<file path="src/rtl/dual_port_ram_sc.sv">
// Single-clock true dual-port RAM with 1- or 2-stage registered reads, fixed collision policy,
// a post-reset zeroing sweep, and a registered collision flag.
// Latency: READ_LATENCY cycles from request to douta/doutb; no backpressure, one access per port per cycle.
module dual_port_ram_sc #(
    parameter int DATA_WIDTH     = 8,
    parameter int ADDR_WIDTH     = 4,
    parameter int READ_LATENCY   = 1,
    parameter int WR_PRIORITY    = 0,
    parameter int RDW_MODE       = 0,
    parameter int CLEAR_ON_RESET = 1
) (
    input  logic                  clk,
    input  logic                  rst,
    input  logic                  ena,
    input  logic                  wea,
    input  logic [ADDR_WIDTH-1:0] addra,
    input  logic [DATA_WIDTH-1:0] dina,
    output logic [DATA_WIDTH-1:0] douta,
    output logic                  valida,
    input  logic                  enb,
    input  logic                  web,
    input  logic [ADDR_WIDTH-1:0] addrb,
    input  logic [DATA_WIDTH-1:0] dinb,
    output logic [DATA_WIDTH-1:0] doutb,
    output logic                  validb,
    output logic                  collision,
    output logic                  init_done
);

    localparam int DEPTH      = 1 << ADDR_WIDTH;
    localparam bit L_PRI_B    = (WR_PRIORITY != 0);
    localparam bit L_RDW_NEW  = (RDW_MODE != 0);
    localparam bit L_CLEAR    = (CLEAR_ON_RESET != 0);

    typedef enum logic {
        ST_CLEAR,
        ST_RUN
    } state_t;

    state_t                r_state;
    state_t                w_state_nxt;
    logic [ADDR_WIDTH-1:0] r_clr_ptr;
    logic [ADDR_WIDTH-1:0] w_clr_ptr_nxt;
    logic                  w_clr_we;
    logic                  r_init_done;

    logic [DATA_WIDTH-1:0] r_mem [DEPTH];

    logic                  w_run;
    logic                  w_same;
    logic                  w_wr_a;
    logic                  w_wr_b;
    logic                  w_rd_a;
    logic                  w_rd_b;
    logic                  w_keep_a;
    logic                  w_keep_b;
    logic [DATA_WIDTH-1:0] w_rdat_a;
    logic [DATA_WIDTH-1:0] w_rdat_b;

    logic                  r_a1_vld;
    logic                  r_b1_vld;
    logic [DATA_WIDTH-1:0] r_a1_dat;
    logic [DATA_WIDTH-1:0] r_b1_dat;
    logic                  r_collision;

    always_ff @(posedge clk) begin
        if (rst) begin
            r_state     <= L_CLEAR ? ST_CLEAR : ST_RUN;
            r_clr_ptr   <= '0;
            r_init_done <= 1'b0;
        end else begin
            r_state     <= w_state_nxt;
            r_clr_ptr   <= w_clr_ptr_nxt;
            r_init_done <= (w_state_nxt == ST_RUN);
        end
    end

    always_comb begin
        w_state_nxt   = r_state;
        w_clr_ptr_nxt = r_clr_ptr;
        w_clr_we      = 1'b0;
        case (r_state)
            ST_CLEAR: begin
                w_clr_we = 1'b1;
                if (r_clr_ptr == '1) begin
                    w_state_nxt = ST_RUN;
                end else begin
                    w_clr_ptr_nxt = r_clr_ptr + ADDR_WIDTH'(1);
                end
            end
            ST_RUN: begin
                w_state_nxt = ST_RUN;
            end
            default: begin
                w_state_nxt = ST_CLEAR;
            end
        endcase
    end

    // Ports stay closed until init_done rises, including the first cycle after reset without a sweep.
    assign w_run  = (r_state == ST_RUN) && r_init_done;
    assign w_same = (addra == addrb);
    assign w_wr_a = w_run && ena && wea;
    assign w_wr_b = w_run && enb && web;
    assign w_rd_a = w_run && ena && !wea;
    assign w_rd_b = w_run && enb && !web;

    assign w_keep_a = w_wr_a && !(w_wr_b && w_same && L_PRI_B);
    assign w_keep_b = w_wr_b && !(w_wr_a && w_same && !L_PRI_B);

    always_ff @(posedge clk) begin
        if (!rst) begin
            if (w_clr_we) begin
                r_mem[r_clr_ptr] <= '0;
            end
            if (w_keep_a) begin
                r_mem[addra] <= dina;
            end
            if (w_keep_b) begin
                r_mem[addrb] <= dinb;
            end
        end
    end

    assign w_rdat_a = (L_RDW_NEW && w_wr_b && w_same) ? dinb : r_mem[addra];
    assign w_rdat_b = (L_RDW_NEW && w_wr_a && w_same) ? dina : r_mem[addrb];

    always_ff @(posedge clk) begin
        if (rst) begin
            r_a1_vld    <= 1'b0;
            r_b1_vld    <= 1'b0;
            r_a1_dat    <= '0;
            r_b1_dat    <= '0;
            r_collision <= 1'b0;
        end else begin
            r_a1_vld    <= w_rd_a;
            r_b1_vld    <= w_rd_b;
            r_collision <= ena && enb && w_run && w_same && (wea || web);
            if (w_rd_a) begin
                r_a1_dat <= w_rdat_a;
            end
            if (w_rd_b) begin
                r_b1_dat <= w_rdat_b;
            end
        end
    end

    generate
        if (READ_LATENCY == 1) begin : g_lat1
            assign douta  = r_a1_dat;
            assign doutb  = r_b1_dat;
            assign valida = r_a1_vld;
            assign validb = r_b1_vld;
        end else if (READ_LATENCY == 2) begin : g_lat2
            logic                  r_a2_vld;
            logic                  r_b2_vld;
            logic [DATA_WIDTH-1:0] r_a2_dat;
            logic [DATA_WIDTH-1:0] r_b2_dat;

            always_ff @(posedge clk) begin
                if (rst) begin
                    r_a2_vld <= 1'b0;
                    r_b2_vld <= 1'b0;
                    r_a2_dat <= '0;
                    r_b2_dat <= '0;
                end else begin
                    r_a2_vld <= r_a1_vld;
                    r_b2_vld <= r_b1_vld;
                    if (r_a1_vld) begin
                        r_a2_dat <= r_a1_dat;
                    end
                    if (r_b1_vld) begin
                        r_b2_dat <= r_b1_dat;
                    end
                end
            end

            assign douta  = r_a2_dat;
            assign doutb  = r_b2_dat;
            assign valida = r_a2_vld;
            assign validb = r_b2_vld;
        end else begin : g_bad_lat
            $fatal(1, "dual_port_ram_sc: READ_LATENCY must be 1 or 2");
        end
    endgenerate

    assign collision = r_collision;
    assign init_done = r_init_done;

endmodule
</file>
<file path="config.mk">
export PLATFORM = sky130hd
export DESIGN_NAME = dual_port_ram_sc
export DESIGN_NICKNAME = d
export VERILOG_FILES = /design/src/rtl/dual_port_ram_sc.sv
export SDC_FILE = /design/constraint.sdc
export NUM_CORES = 1
export LEC_CHECK = 0
export ABC_AREA = 1
export CELL_PAD_IN_SITES_DETAIL_PLACEMENT = 1
export CELL_PAD_IN_SITES_GLOBAL_PLACEMENT = 1
export CORE_MARGIN = 2
export CORE_UTILIZATION = 45
export CTS_CLUSTER_DIAMETER = 30
export DETAILED_ROUTE_END_ITERATION = 7
export PLACE_DENSITY = 0.82
export SLEW_MARGIN = 20
export SYNTH_ARGS = -nofsm -noshare
export SYNTH_HDL_FRONTEND = slang
export SYNTH_SLANG_ARGS = --single-unit
</file>
<file path="constraint.sdc">
create_clock -name clk -period 3 [get_ports clk]
set_clock_uncertainty 0.15 [all_clocks]
set_input_delay 0.6 -clock clk [delete_from_list [all_inputs] [get_ports clk]]
set_output_delay 0.6 -clock clk [all_outputs]
set_load 0.01 [all_outputs]
</file>
**After elaboration in Yosys (flattened, before gate mapping)**

Memories as Yosys holds them, arrays and structs flattened. A register that Yosys moved wholly into a read port is not among the register bits.
Index checks and enable logic that the tools add are counted.

- Memories kept: 1
- Logic and storage cells: 43
- Bits of input ports: 30
- ROM bits: 0
- Bits in writable memories: 128
- Bits in registers: 8
- Latch bits: 0

- Multipliers: 0
- Equal/unequal tests: 2
- Bitwise gates (word level): 2
- Mux-type cells: 14
- Order comparisons: 0
- Reductions and logical operators: 18
- Div/mod/pow operators: 0
- Shifts and indexed selects: 0
- $add $sub $neg: 1

Memories:

| memory | words | width | read ports | clocked after memory_dff | write ports | RTL line | text |
|---|---|---|---|---|---|---|---|
| r_mem | 16 | 8 | 2 | 2 | 2 | 47 | `logic [DATA_WIDTH-1:0] r_mem [DEPTH];` |

Operator list:

| cell | number |
|---|---|
| 1-bit logical AND | 12 |
| 1-bit 2-to-1 mux | 11 |
| 8-bit 2-to-1 mux | 1 |
| 8-bit OR reduction | 1 |
| 4-bit by 1-bit adder with 4-bit output, second input constant | 1 |
| 4-bit == test | 1 |
| 4-bit == test, second input constant | 1 |
| 4-bit 2-to-1 mux | 1 |
| 1-bit zero test | 3 |
| 1-bit NOT | 2 |
| 1-bit case mux with 2 select lines | 1 |
| 2-bit AND reduction | 1 |
| 1-bit logical OR | 1 |

**Depth between registers and ports, before layout**

Gate-level depths: netlist (run 1).

- Depth in word-level cells: 8
- Gate-level depth with buffers: 11

**Worst setup path before layout (run 1)**

No wires, ideal clock.

- Path type: in2reg
- Start: input port rst
- End: memory r_mem[12][0], enable pin
- Required time: 2.466 ns
- Buffers on the path: 1
- Arrival time: 2.035 ns
- Stages: 6
- Path slack: 0.431 ns
- Cell sequence: inv_1 -> nand4_2 -> buf_6 -> o21ai_0 -> nand2_1 -> o21ai_0

RTL lines:

| what | RTL line | text |
|---|---|---|
| start: declaration | 13 | `input logic rst,` |
| end: declaration | 47 |  |

==> reports/metrics.yaml, run 1 <==
syn_inst: 1465
grt_use_met1_pct: 48.3
setup_viol: 0
regToRegSetupSlack_ps: 610
final_layout_size_suffix_gt1_share_pct: 11.8
cts_made_buffers: 17
worstPathRequired_ps: 2990
vias: 10900
crit_family: "buffers and inverters"
layoutNonFillerInstCount: 1831
nets: 1564
max-slew-margin-rel_pct: 52.2
seqCellArea_sq_um: 4320
critical_path_peak_fanout: 11
leakage_nw: 5.43
worst-path-buf-inv: 2
start_util_pct: 45.8
powerDensity_nw_per_um2: 408
multiInputGateArea_sq_um: 4920
grtUsageTotal_pct: 35.6
drcViolationCount: 0
avgRoutedWirePerCell_um: 23.3
cts_max_path_buffers: 2
setup.worst_path.start: "wea"
htreeDepth: 4
path_common_cell: "o21ai_0"
cp.depth: 6
synth_cell_types: 32
path_cells: "clkdlybuf4s50_1 -> nand4_2 -> o21ai_0 -> nand2_1 -> o21ai_0 -> buf_4"
hold_class: "reg -> reg"
clock_latency_ps: 430
rsz0062_at_grt: "false"
ys.warnings.count: 0
ant_nets: 0
syn_area_sq_um: 10300
grt_max_degree: 41
layout_min_cycle_time_ps: 2700
drv_slew: 0
synth_edf_count: 128
io_pins: 50
grt_pass1_vias: 10800
syn-num-nets: 1496
hpwl_um: 30100
avgViaCountPerCell: 5.93
cp.arrival_ps: 2690
netlist_top_cells_area: "edfxtp_1, nand2_1, nand4_1"
tritoncts: "yes"
critPathCaptureType: "flop"
seq_area_frac_synth_pct: 41.9
slowest_stage: "clkdlybuf4s50_1"
endpoint: "r_mem[1][3]$_DFFE_PP_"
use_met3_pct: 7.60
r2r_end: "r_mem[1][3]$_DFFE_PP_"
die_h_um: 156
worstMarginPinSlew_ps: 716
critPathKind: "in -> reg"
antenna_found_initial: 0
use_met2_pct: 55.9
die-area_sq_um: 24200
core_area_sq_um: 22600
grt-busiest-layer: "met2"
n_antenna_cell: 0
cts.clk_slew.worst_paths_ps: 70
clock_sinks: 152
finalCritPeriodShare_pct: 90.0
max_stage_delay_ps: 580
synth-main-ff-cell: "edfxtp_1"
post_cts_buffers: 0
syn_avg_cell_area_sq_um: 7.05
fillers: 2895
maxCapViolations: 0
async_flop_share_pct: 0
routed_wl_um: 42600
drt_iter0_markers: 1072
grt_overflow_total: 0
final_util_pct: 53.3
cts_hold_buf: 0
cts.repair.resized: 0
cts-root-buf: "clkbuf_16"
die_w_um: 156
tns_ps: 0
hold_viol: 0
startpoint_type: "input pin"
port_buffers: 49
ir_drop_v: 0.000322
syn2layout_area_growth_pct: 16.5
synth_seq_cells: 152
grt_pass1_wl_um: 64500
worstRegToRegCells: 5
yosysTopAreaCell: "edfxtp_1"
fmax_mhz: 370
routabilityCongestion: 1.01
outcome: "finished clean"
rows: 55
synth_top_area_share_pct: 37.2
rr_startpoint: "init_done$_SDFF_PP0_"
dpl.cell_count: 1799
dr.pass1.iters: 5
-- sequential cells by signal (all words and copies together), names as in the netlist --
signal,flops
valida,1
r_mem,128
r_clr_ptr,4
validb,1
collision,1
douta,8
init_done,1
doutb,8
-- Yosys cell counts, types with 7 or more instances --
cell type    n
a21oi_1     18
buf_1        7
buf_2       37
buf_6        9
clkbuf_1    43
dfxtp_1     24
edfxtp_1   128
inv_1      144
nand2_1    549
nand3_1    123
nand3_2     13
nand4_1    137
nor2_1     125
nor2_2      12
nor2_4      17
o21ai_0     51
-- placed cells by master, fill, tap and decap left out, types with 24 or more instances in the layout --
cell	n
nor2_1	125
edfxtp_1	128
dfxtp_1	24
inv_1	144
buf_4	96
nand2_1	549
o21ai_0	51
nand3_1	123
nand4_1	137
clkdlybuf4s50_1	48
-- per-layer routing --
metal,up-vias,part of all wire [%]
met4,0,4.1
met3,110,9.8
met1,5256,41
met5,-,0
met2,554,45
li1,4945,-
-- area by class of cell --
| class | instances | share of cell area [%] |
|---|---|---|
| Inverter | 148 | 4.62 |
| Multi-Input combinational cell | 1063 | 40.9 |
| Tap cell | 285 | 2.96 |
| Timing Repair Buffer | 151 | 11.0 |
| Sequential cell | 152 | 35.9 |
| Clock buffer | 18 | 3.57 |
| Clock inverter | 14 | 1.03 |
-- where the power goes --
group / leakage [nW] / internal [mW] / total (mW) / switching [mW]
Combinational: 3.57 / 0.160 / 0.541 / 0.380
Sequential: 1.59 / 2.28 / 2.30 / 0.0154
Clock: 0.266 / 1.14 / 2.08 / 0.931
-- stage by stage --
step           cell area (sq um)  hold WS [ps]  setup slack, ps  total power, mW
2_1_floorplan              10300           331              431             2.62
6_report                   12000           380              299             4.91
5_1_grt                    12000           418              197             5.03
3_5_place_dp               11500           365            -58.9             2.86
3_3_place_gp               11500           360             2.78             2.84
4_1_cts                    12000           384              337             4.90
-- how the worst min path moves through the flow --
stage | from | cells after the start | end
6_report | doutb[3]$_SDFFE_PP0P_ | 2 | doutb[3]$_SDFFE_PP0P_
5_1_grt | doutb[5]$_SDFFE_PP0P_ | 2 | doutb[5]$_SDFFE_PP0P_
4_1_cts | doutb[0]$_SDFFE_PP0P_ | 2 | doutb[0]$_SDFFE_PP0P_
3_5_place_dp | doutb[3]$_SDFFE_PP0P_ | 2 | doutb[3]$_SDFFE_PP0P_
3_3_place_gp | doutb[0]$_SDFFE_PP0P_ | 2 | doutb[0]$_SDFFE_PP0P_
2_1_floorplan | r_clr_ptr[3]$_SDFFE_PP0P_ | 2 | r_clr_ptr[3]$_SDFFE_PP0P_
-- worst reg2reg max path, stage by stage, from the launching register on --
cell and delay [ps]:
dfxtp_1 440, nand4_2 310, o21ai_0 480, nand2_1 200, o21ai_0 280, buf_4 230
-- logic make-up after synthesis --
| logic type | synth area share (%) |
|---|---|
| flip-flops | 41.9 |
| adder cells (fa/ha/maj) | 0.121 |
| XOR/XNOR | 0.339 |
| AND/OR/NAND/NOR | 43.6 |
| AO/OA/AOI/OAI | 3.57 |
| buffers and inverters | 10.6 |
(Power assumes the default switching activity.)
==> inputs of run 2 (changes only) <==
- clock period: 3 -> 2.9 ns (I/O delays scaled with it)
==> run 2 against run 1 <==
Register-to-register slack lost 180 ps. Non-clock buffer count grew 8. First-iteration DRC count grew 13%. Routed wire length grew 3.5%. Via count grew 3.1%. Combinational power grew 5.4%. Critical path depth grew 2. Clock power grew 17%. Final area grew 1.7%. Total power grew 9.6%. Critical endpoint is now r_mem[1][4]$_DFFE_PP_. Hold slack gained 6.3 ps. Sequential share of layout area shrank 0.61 points.
==> reports/metrics.yaml, run 2 (synthesized netlist as in run 1, its figures left out) <==
leakage_nw: 5.51  # +1.6%
clock_sinks: 152  # unchanged
grt_pass1_wl_um: 66500  # +3.1%
regMostFlops: "r_mem"
rows: 55  # unchanged
powerDensity_nw_per_um2: 440  # +7.7%
critical_path_peak_fanout: 11  # unchanged
fmax_mhz: 361
dr.pass1.iters: 5  # unchanged
post_cts_buffers: 0  # unchanged
max-slew-margin-rel_pct: 50.4  # -1.8 points
rsz0062_at_grt: "false"
core_area_sq_um: 22600  # unchanged
avgRoutedWirePerCell_um: 24.0  # +3.1%
drv_slew: 0  # unchanged
place_ws_ps: -233  # -174 ps
critPathCaptureType: "flop"
fin_hold_ws_ps: 386  # +6.28 ps
hpwl_um: 31300  # +4.2%
grt_overflow_total: 0  # unchanged
final_layout_size_suffix_gt1_share_pct: 12.2  # +0.45 points
layoutNonFillerInstCount: 1839  # +0.44%
layout_common_cells: "nand2_1, inv_1, nand4_1"
hold_class: "reg -> reg"
cts-root-buf: "clkbuf_16"
ir_drop_v: 0.000293  # -9.0%
hold_viol: 0  # unchanged
vias: 11200  # +3.1%
grtUsageTotal_pct: 37.0  # +1.4 points
drcViolationCount: 0  # unchanged
worstPathRequired_ps: 2890  # -100 ps
drt_iter0_markers: 1213  # +13%
start_util_pct: 45.8  # unchanged
ant_nets: 0  # unchanged
io_pins: 50  # unchanged
cp.arrival_ps: 2760  # +70 ps
timing.final.ws_setup_ps: 127  # -172 ps
n_antenna_cell: 0  # unchanged
layout_min_cycle_time_ps: 2770
die_w_um: 156  # unchanged
htreeDepth: 4  # unchanged
dpl.cell_count: 1807  # +0.44%
worstMarginPinSlew_ps: 743  # +27.1 ps
routabilityCongestion: 0.991  # -2.3%
nets: 1572  # +0.51%
setup_viol: 0  # unchanged
worstRegToRegCells: 6  # +1
outcome: "finished clean"
antenna_found_initial: 1  # +1
port_buffers: 49  # unchanged
finalCritPeriodShare_pct: 95.6
die-area_sq_um: 24200  # unchanged
routed_wl_um: 44200  # +3.5%
tns_ps: 0  # unchanged
holdPathStages: 2  # unchanged
fin_area_sq_um: 12200  # +1.7%
syn2layout_area_growth_pct: 18.5
die_h_um: 156  # unchanged
largest_reg_flops: 128  # unchanged
cts.clk_slew.worst_paths_ps: 70  # about the same
maxCapViolations: 0  # unchanged
grt_pass1_vias: 11100  # +3.3%
cts_max_path_buffers: 2  # unchanged
layout_commonest_cell: "nand2_1"
placed_cell_area_sq_um: 11600  # +1.2%
avgViaCountPerCell: 6.09  # +2.7%
cts_made_buffers: 17  # unchanged
tritoncts: "yes"
critPathKind: "in -> reg"
startpoint_type: "input pin"
grt_max_degree: 47  # +15%
clock_latency_ps: 440  # about the same
==> run 2: where the power goes <==
group	switching, mW	leakage (nW)	internal, mW
combinational	0.400	3.63	0.170
sequential	0.0165	1.59	2.36
clock	0.984	0.294	1.45
==> run 2: worst max-delay path, cell delays in order <==
cell             delay (ps)
clkdlybuf4s50_1         460
inv_1                   160
nand4_2                 310
o21ai_0                 450
buf_4                   190
nand2_1                 130
o21ai_0                 240
buf_4                   230
==> run 2: per-stage QoR <==
stage / util [%] / total power, mW
2_1_floorplan: - / 2.71
3_3_place_gp: 51.5 / 2.95
3_5_place_dp: 51.5 / 2.96
4_1_cts: 54.2 / 5.36
5_1_grt: 54.2 / 5.49
6_report: 54.2 / 5.38
==> run 2: cell type report <==
| class | instances | area [sq um] |
|---|---|---|
| Fill cell | 2872 | 10300 |
| Multi-Input combinational cell | 1063 | 4920 |
| Sequential cell | 152 | 4320 |
| Timing Repair Buffer | 159 | 1460 |
| Inverter | 148 | 556 |
| Clock buffer | 19 | 433 |
| Tap cell | 285 | 357 |
| Clock inverter | 13 | 193 |
==> run 2: final timing paths <==
| path | endpoint | from | slack [ps] |
|---|---|---|---|
| setup / recovery | r_mem[1][4]$_DFFE_PP_ | rst | 130 |
| hold / removal | doutb[3]$_SDFFE_PP0P_ | doutb[3]$_SDFFE_PP0P_ | 390 |
| setup reg to reg | r_mem[1][4]$_DFFE_PP_ | init_done$_SDFF_PP0_ | 430 |
| hold reg to reg | doutb[3]$_SDFFE_PP0P_ | doutb[3]$_SDFFE_PP0P_ | 390 |
==> run 2: metal layers <==
metal  routed length (um)  track usage, %  part of all wire (%)
met5                   28               0                 0.063
met4                 2180            17.5                   4.9
met3                 4150            7.72                   9.4
met2                20000            58.4                    45
met1                17800            48.9                    40
==> run 2: timing repair <==
item	4_1_cts	5_1_grt
setup endpoints to repair	0	8
gates resized for setup	0	1
hold buffers	0	0
==> inputs of run 3 (changes only) <==
- CTS_CLUSTER_DIAMETER: 30 -> 150
- GPL_ROUTABILITY_DRIVEN: not set -> 1
==> results of run 3 <==
The final DEF is identical to that of run 2; final timing and power are the same.
